--- config.mk ---
export PLATFORM = sky130hd
export DESIGN_NAME = mem_arbiter
export DESIGN_NICKNAME = d
export VERILOG_FILES = /design/src/rtl/mem_arbiter.sv
export SDC_FILE = /design/constraint.sdc
export NUM_CORES = 1
export LEC_CHECK = 0
export ABC_CLOCK_PERIOD_IN_PS = 2500
export CORE_MARGIN = 3
export CORE_UTILIZATION = 23
export CTS_CLUSTER_SIZE = 12
export DETAILED_ROUTE_END_ITERATION = 8
export PLACE_DENSITY = 0.82
export RECOVER_POWER = 25
export SLEW_MARGIN = 15
export SYNTH_ARGS = -nofsm -noshare
export SYNTH_HDL_FRONTEND = slang
export SYNTH_SLANG_ARGS = --single-unit
--- constraint.sdc ---
create_clock -name clk -period 2.5 [get_ports clk]
set_clock_uncertainty 0.05 [all_clocks]
set_input_delay 0.375 -clock clk [delete_from_list [all_inputs] [get_ports clk]]
set_output_delay 0.375 -clock clk [all_outputs]
set_load 0.03 [all_outputs]
--- src/rtl/mem_arbiter.sv ---
// mem_arbiter: shares the single-port synchronous RAM between the instruction
// fetch port and the load/store data port. One grant per cycle, combinational
// grant path, registered owner so the acknowledge lands exactly one cycle later.
// Data normally has priority; a bounded burst counter forces a waiting fetch
// through after MAX_DATA_BURST consecutive data grants.
// Optional build macro: MEM_ARB_STATS_EN adds the stat_if_stall counter port.
module mem_arbiter #(
  parameter int ADDR_WIDTH     = 9,
  parameter int DATA_WIDTH     = 32,
  parameter int MAX_DATA_BURST = 4
) (
  input  logic                    clk,
  input  logic                    rst,
  // instruction fetch port
  input  logic                    if_req,
  input  logic [ADDR_WIDTH-1:0]   if_addr,
  output logic                    if_ack,
  output logic [DATA_WIDTH-1:0]   if_rdata,
  // load/store data port
  input  logic                    d_req,
  input  logic                    d_we,
  input  logic [DATA_WIDTH/8-1:0] d_be,
  input  logic [ADDR_WIDTH-1:0]   d_addr,
  input  logic [DATA_WIDTH-1:0]   d_wdata,
  output logic                    d_ack,
  output logic [DATA_WIDTH-1:0]   d_rdata,
  // RAM side
  output logic                    mem_en,
  output logic [DATA_WIDTH/8-1:0] mem_we,
  output logic [ADDR_WIDTH-1:0]   mem_addr,
  output logic [DATA_WIDTH-1:0]   mem_wdata,
  input  logic [DATA_WIDTH-1:0]   mem_rdata
`ifdef MEM_ARB_STATS_EN
  ,
  output logic [31:0]             stat_if_stall
`endif
);

  localparam int BE_WIDTH = DATA_WIDTH / 8;

  // Owner of the access currently in flight in the RAM
  localparam logic [1:0] OWN_NONE = 2'd0;
  localparam logic [1:0] OWN_IF   = 2'd1;
  localparam logic [1:0] OWN_DATA = 2'd2;

  // Burst limit held in the counter's own width (limit is at most 15)
  localparam logic [3:0] BURST_MAX = 4'(MAX_DATA_BURST);

  logic [1:0] owner_reg, owner_next;
  logic       if_pend_reg, if_pend_next;
  logic       d_pend_reg, d_pend_next;
  logic       store_reg, store_next;
  logic [3:0] burst_reg, burst_next;

  logic if_elig;
  logic d_elig;
  logic fetch_forced;
  logic grant_if;
  logic grant_d;
  logic grant_store;

  // ---------------------------------------------------------------------------
  // Acknowledge decode: the owner register names the port whose access was
  // granted last cycle, so its ack and read data appear now.
  // ---------------------------------------------------------------------------
  assign if_ack   = (owner_reg == OWN_IF);
  assign d_ack    = (owner_reg == OWN_DATA);
  assign if_rdata = if_ack ? mem_rdata : '0;
  // A store acknowledge carries no data
  assign d_rdata  = (d_ack && !store_reg) ? mem_rdata : '0;

  // ---------------------------------------------------------------------------
  // Eligibility and priority. A port with an access in flight may issue again
  // in its own ack cycle, which allows back-to-back accesses.
  // Grants are suppressed while rst is high so the RAM sees no activity.
  // ---------------------------------------------------------------------------
  assign if_elig      = if_req && (!if_pend_reg || if_ack);
  assign d_elig       = d_req  && (!d_pend_reg  || d_ack);
  assign fetch_forced = (burst_reg == BURST_MAX) && if_elig;
  assign grant_d      = !rst && d_elig && !fetch_forced;
  assign grant_if     = !rst && if_elig && !grant_d;
  assign grant_store  = grant_d && d_we;

  // ---------------------------------------------------------------------------
  // RAM drive: all controls are zero whenever nothing is granted.
  // ---------------------------------------------------------------------------
  assign mem_en    = grant_d || grant_if;
  assign mem_wdata = grant_store ? d_wdata : '0;

  // Selected address: data port first, then fetch, else zero
  always_comb begin
    mem_addr = '0;
    if (grant_d) begin
      mem_addr = d_addr;
    end else if (grant_if) begin
      mem_addr = if_addr;
    end
  end

  // Per-lane write enables, only for a granted store
  genvar gi;
  generate
    for (gi = 0; gi < BE_WIDTH; gi++) begin : g_we_lane
      assign mem_we[gi] = grant_store && d_be[gi];
    end
  endgenerate

  // ---------------------------------------------------------------------------
  // Next-state: owner, pending flags, store marker and burst counter.
  // ---------------------------------------------------------------------------
  always_comb begin
    owner_next   = OWN_NONE;
    if_pend_next = if_pend_reg;
    d_pend_next  = d_pend_reg;
    store_next   = 1'b0;
    burst_next   = burst_reg;

    if (grant_d) begin
      owner_next = OWN_DATA;
      store_next = d_we;
    end else if (grant_if) begin
      owner_next = OWN_IF;
    end

    // Pending is set on grant, cleared on ack; a same-cycle grant wins
    if (grant_if) begin
      if_pend_next = 1'b1;
    end else if (if_ack) begin
      if_pend_next = 1'b0;
    end

    if (grant_d) begin
      d_pend_next = 1'b1;
    end else if (d_ack) begin
      d_pend_next = 1'b0;
    end

    // Count data grants that overtook a waiting fetch, saturating at the limit
    if (!if_req || grant_if) begin
      burst_next = 4'd0;
    end else if (grant_d && (burst_reg != BURST_MAX)) begin
      burst_next = burst_reg + 4'd1;
    end
  end

  // State registers; reset abandons any in-flight access so no ack follows
  always_ff @(posedge clk or posedge rst) begin
    if (rst) begin
      owner_reg   <= OWN_NONE;
      if_pend_reg <= 1'b0;
      d_pend_reg  <= 1'b0;
      store_reg   <= 1'b0;
      burst_reg   <= 4'd0;
    end else begin
      owner_reg   <= owner_next;
      if_pend_reg <= if_pend_next;
      d_pend_reg  <= d_pend_next;
      store_reg   <= store_next;
      burst_reg   <= burst_next;
    end
  end

`ifdef MEM_ARB_STATS_EN
  // ---------------------------------------------------------------------------
  // Fetch stall statistics: cycles with a fetch request but no fetch grant.
  // ---------------------------------------------------------------------------
  logic [31:0] stall_reg, stall_next;

  // Saturating increment of the stall count
  always_comb begin
    stall_next = stall_reg;
    if (if_req && !grant_if && (stall_reg != 32'hFFFF_FFFF)) begin
      stall_next = stall_reg + 32'd1;
    end
  end

  // Stall counter register
  always_ff @(posedge clk or posedge rst) begin
    if (rst) begin
      stall_reg <= 32'd0;
    end else begin
      stall_reg <= stall_next;
    end
  end

  assign stat_if_stall = stall_reg;
`endif

endmodule

# == Word-level counts from Yosys, hierarchy flattened ==
# Cells that the tools add are included.
# word_totals
elab_cells,52
input_bits,91
register_bits,9
out_inout_bits,112
# op_classes
n_eq_ne,4
add_sub_neg,1
n_reduce_logical,28
mux,14
# ops
cell,n
32-bit 2-to-1 mux,3
9-bit 2-to-1 mux,2
1-bit logical AND,14
4-bit 2-to-1 mux,2
1-bit zero test,7
1-bit 2-to-1 mux,6
2-bit nonzero test,3
"4-bit by 1-bit adder with 4-bit output, second input constant",1
"4-bit by 3-bit equality test with 1-bit output, second input constant",1
1-bit logical OR,4
"4-bit by 3-bit inequality test with 1-bit output, second input constant",1
"2-bit by 1-bit equality test with 1-bit output, second input constant",1
"2-bit equality test, second input constant",1
2-bit 2-to-1 mux,1

# == Logic depth before layout (Yosys ltp) ==
# logic_depth
depth_word,10
ltp_mapped,7
mapped_depth_nobuf,6

# == Least setup slack after synthesis ==
# No wires, ideal clock.
# synth_path
kind,flip-flop to output port
startpoint,register burst_reg[0]
endpoint,output mem_wdata[22]
path_stages_with_launch,8
t_required_ns,2.075
arrival_ns,1.713
path_buffers,1
path_slack_ns,0.362
path_cell_list,dfrtp_1 > inv_1 > ha_1 > nand3b_4 > inv_1 > a311oi_4 > buf_6 > and2_1
# synth_via
elab_chain_cells,6
# synth_lines
item,line,text
from (decl),53,"logic [3:0] burst_reg, burst_next;"
from (signal assigned),159,burst_reg <= burst_next;
4-bit by 3-bit equality test with 1-bit output,79,assign fetch_forced = (burst_reg == BURST_MAX) && if_elig;
1-bit logical AND,79,
1-bit zero test,80,assign grant_d = !rst && d_elig && !fetch_forced;
1-bit logical AND,80,
1-bit logical AND,82,assign grant_store = grant_d && d_we;
via grant_store,60,logic grant_store;
32-bit 2-to-1 mux,88,assign mem_wdata = grant_store ? d_wdata : '0;
to (decl),31,"output logic [DATA_WIDTH-1:0] mem_wdata,"
# The timed path passes the listed nets, and every way through them passes these cells.

# == Worst setup path in the final report ==
# layout_path
startpoint,register burst_reg[1]
endpoint,output mem_we[1]
# layout_via
elab_chain_cells,6
# layout_lines
item,line,text
4-bit by 3-bit equality test with 1-bit output,79,
1-bit logical AND,79,
1-bit zero test,80,
1-bit logical AND,80,
1-bit logical AND,82,
1-bit logical AND,104,assign mem_we[gi] = grant_store && d_be[gi];
to (decl),29,"output logic [DATA_WIDTH/8-1:0] mem_we,"
# Every way passes these cells.

==> run_results.csv <==
group,metric,value,unit
final_layout,layout_common_cells,"112 x clkdlybuf4s50_1, 99 x and2_1, 76 x buf_4",
power,p_switching,0.660,mW
final_layout,largest_reg_flops,4,
logic_synthesis,synth-async-reset-ratio,1.00,
logic_synthesis,seq_area_frac_synth,0.172,
timing,finalCritPeriodShare,0.978,
final_layout,layout-drive-gt1-share,0.268,
timing,slew_headroom,0.672,
power,leakage,1.62,nW
clock_network,cts_tree,"done",
drt,wirelength,7050,um
timing,drv_slew,0,
final_layout,num_antenna_cells,0,
global_route,grt_pass1_wl,9400,um
worst_setup_path,path_max_fanout,8,
clock_network,clock_path_buffers,2,
placed_design,placed_area,3270,um^2
power,pwr-share-comb,0.737,
worst_setup_path,start_kind,"flip-flop",
clock_network,numCtsBuffers,3,
global_route,grt.total_usage,0.183,
logic_synthesis,synth_cells,173,
die,core_area,5300,um^2
logic_synthesis,synth_top_area_frac,0.482,
logic_synthesis,syn_area,1310,um^2
worst_setup_path,cp.arrival,2020,ps
worst_setup_path,critPathKind,"flip-flop to primary output",
final_layout,syn2layout_area_growth,155,%
logic_synthesis,synthesis.nets,266,
global_route,antenna_found_initial,0,
drt,wire_per_inst,15.7,um
global_route,grt_max_degree,34,
die,rows,26,
drt,drc,0,
worst_hold_path,hold_path.class,"input pin to asynchronous set/reset pin",
logic_synthesis,synth_enable_flop_cells,0,
global_route,grt_pass1_vias,1849,
placed_design,place.gp.congestion,0.727,
flow_run,drv_cap,0,
logic_synthesis,yosysWarnings,0,
placed_design,dpl.cell_count,440,
global_route,grt_overflow,0,
timing,hold_viol_final,0,
power,ir_drop,0.321,mV
power,p_clk_frac,0.125,
worst_setup_path,endpoint_kind,"primary output",
drt,drt_iter0_markers,59,
die,die_w,81.5,um
clock_network,cts_root_buf,"clkbuf_8",
timing,finalSetupViolations,0,
power,p_int,0.758,mW
clock_network,htreeDepth,1,
clock_network,clkSlewWorstSetupHoldPaths,50,ps
logic_synthesis,synth_seq_cells,9,
logic_synthesis,synth_ff_type,"dfrtp_1",
logic_synthesis,yosysTopAreaCell,"and2_1",
final_layout,layout.nets,474,
worst_setup_path,cp.required,2080,ps
timing,max_freq,0.409,GHz
clock_network,holdBufCountCts,0,
power,seq_power_share,0.138,
final_layout,layout_commonest_cell,"clkdlybuf4s50_1",
logic_synthesis,synth_area_leaders,"and2_1 48%, dfrtp_1 17%, a22o_1 6.0%",
drt,vias,1984,
placed_design,dpl.hpwl,5710,um
power,total_power,1.42,mW
die,ioPinCount,203,
logic_synthesis,postSynthAreaPerCell,7.58,um^2
final_layout,final_cells,450,
die,initial_core_util,0.247,
drt,firstDrtPassIters,5,
power,switching_share,0.465,
status,status,"finished clean",
placed_design,port_buffers,202,
clock_network,clock_sinks,9,
logic_synthesis,ys_types,32,
die,dieHeight,81.5,um
final_layout,stdcell_area,3350,um^2
drt,via_per_inst,4.41,
power,p_per_area,423,nW/um^2
final_layout,fin_util,0.631,
timing,layout_min_cycle_time,2440,ps
timing,tightest_slew,492,ps
die,dieArea,6640,um^2
drt,ant_nets,0,
clock_network,insertion_delay,240,ps
logic make-up (layout without fill, tap and decap cells):
| kind of cell | after synthesis | in the layout | share of synthesized area |
|---|---|---|---|
| and+or+nand+nor | 117 | 117 | 0.565 |
| AOI/OAI and AO/OA | 24 | 24 | 0.158 |
| buffers and inverters | 21 | 228 | 0.0859 |
| DFF | 9 | 9 | 0.172 |
| adders and majority gates | 2 | 2 | 0.0191 |
path summary, 6_finish.rpt:
kind                         startpoint      endpoint  slack, ps  cells after the start
min                                 rst  burst_reg[1]        120                      2
max reg2reg                burst_reg[1]  burst_reg[1]        830                      6
min in group clk             d_pend_reg    d_pend_reg        460                      1
min reg2reg                  d_pend_reg    d_pend_reg        460                      1
max in group asynchronous           rst    d_pend_reg       2020                      2
max                        burst_reg[1]     mem_we[1]         60                      9
routing by layer:
layer | share of wire | vias to the layer above | track usage
li1 | - | 971 | -
met1 | 0.34 | 882 | 0.196
met2 | 0.55 | 120 | 0.354
met3 | 0.10 | 11 | 0.0493
met4 | 0.0094 | 0 | 0.0355
met5 | 0 | - | 0
cells in the mapped netlist (2+ instances only):
library cell,instances
clkbuf_1,6
buf_6,4
nand3_1,2
a22o_1,9
dfrtp_1,9
ha_1,2
nand2_1,6
a21o_1,2
buf_2,2
o21ai_0,2
inv_1,8
and2_1,101
critical path, stage by stage (launching register included):
cell and delay (ps):
dfrtp_1 380, inv_1 90, ha_1 240, nand3b_4 120
inv_1 90, a311oi_4 220, buf_4 200, buf_4 150
and2_1 130, buf_4 160
cell type report:
class / instances / area (um^2)
timing repair buffer: 215 / 1960
fill: 466 / 1950
multi-input combinational: 143 / 991
sequential: 9 / 225
tap: 70 / 87.6
clock buffer: 4 / 45.0
inverter: 9 / 35.0
power by group through the flow:
stage | registers (mW) | logic, mW | clock network [mW]
2_1_floorplan | 0.191 | 0.574 | 0
3_3_place_gp | 0.195 | 1.03 | 0
3_5_place_dp | 0.196 | 1.04 | 0
4_1_cts | 0.194 | 1.04 | 0.179
5_1_grt | 0.198 | 1.10 | 0.186
6_report | 0.196 | 1.05 | 0.177
per-stage QoR:
step / hold WS (ps) / setup TNS (ps) / setup slack [ps]
6_report: 123 / 0 / 55.2
5_1_grt: 160 / -553 / -35.0
4_1_cts: 460 / 0 / 41.2
3_5_place_dp: 453 / 0 / 63.4
3_3_place_gp: 444 / 0 / 119
2_1_floorplan: 153 / 0 / 362
timing repair:
action	in CTS	in global routing
resized for setup	0	17
endpoints found under the setup margin	0	48
setup buffers	0	3
Note: power is estimated with default switching activity, not from simulation.
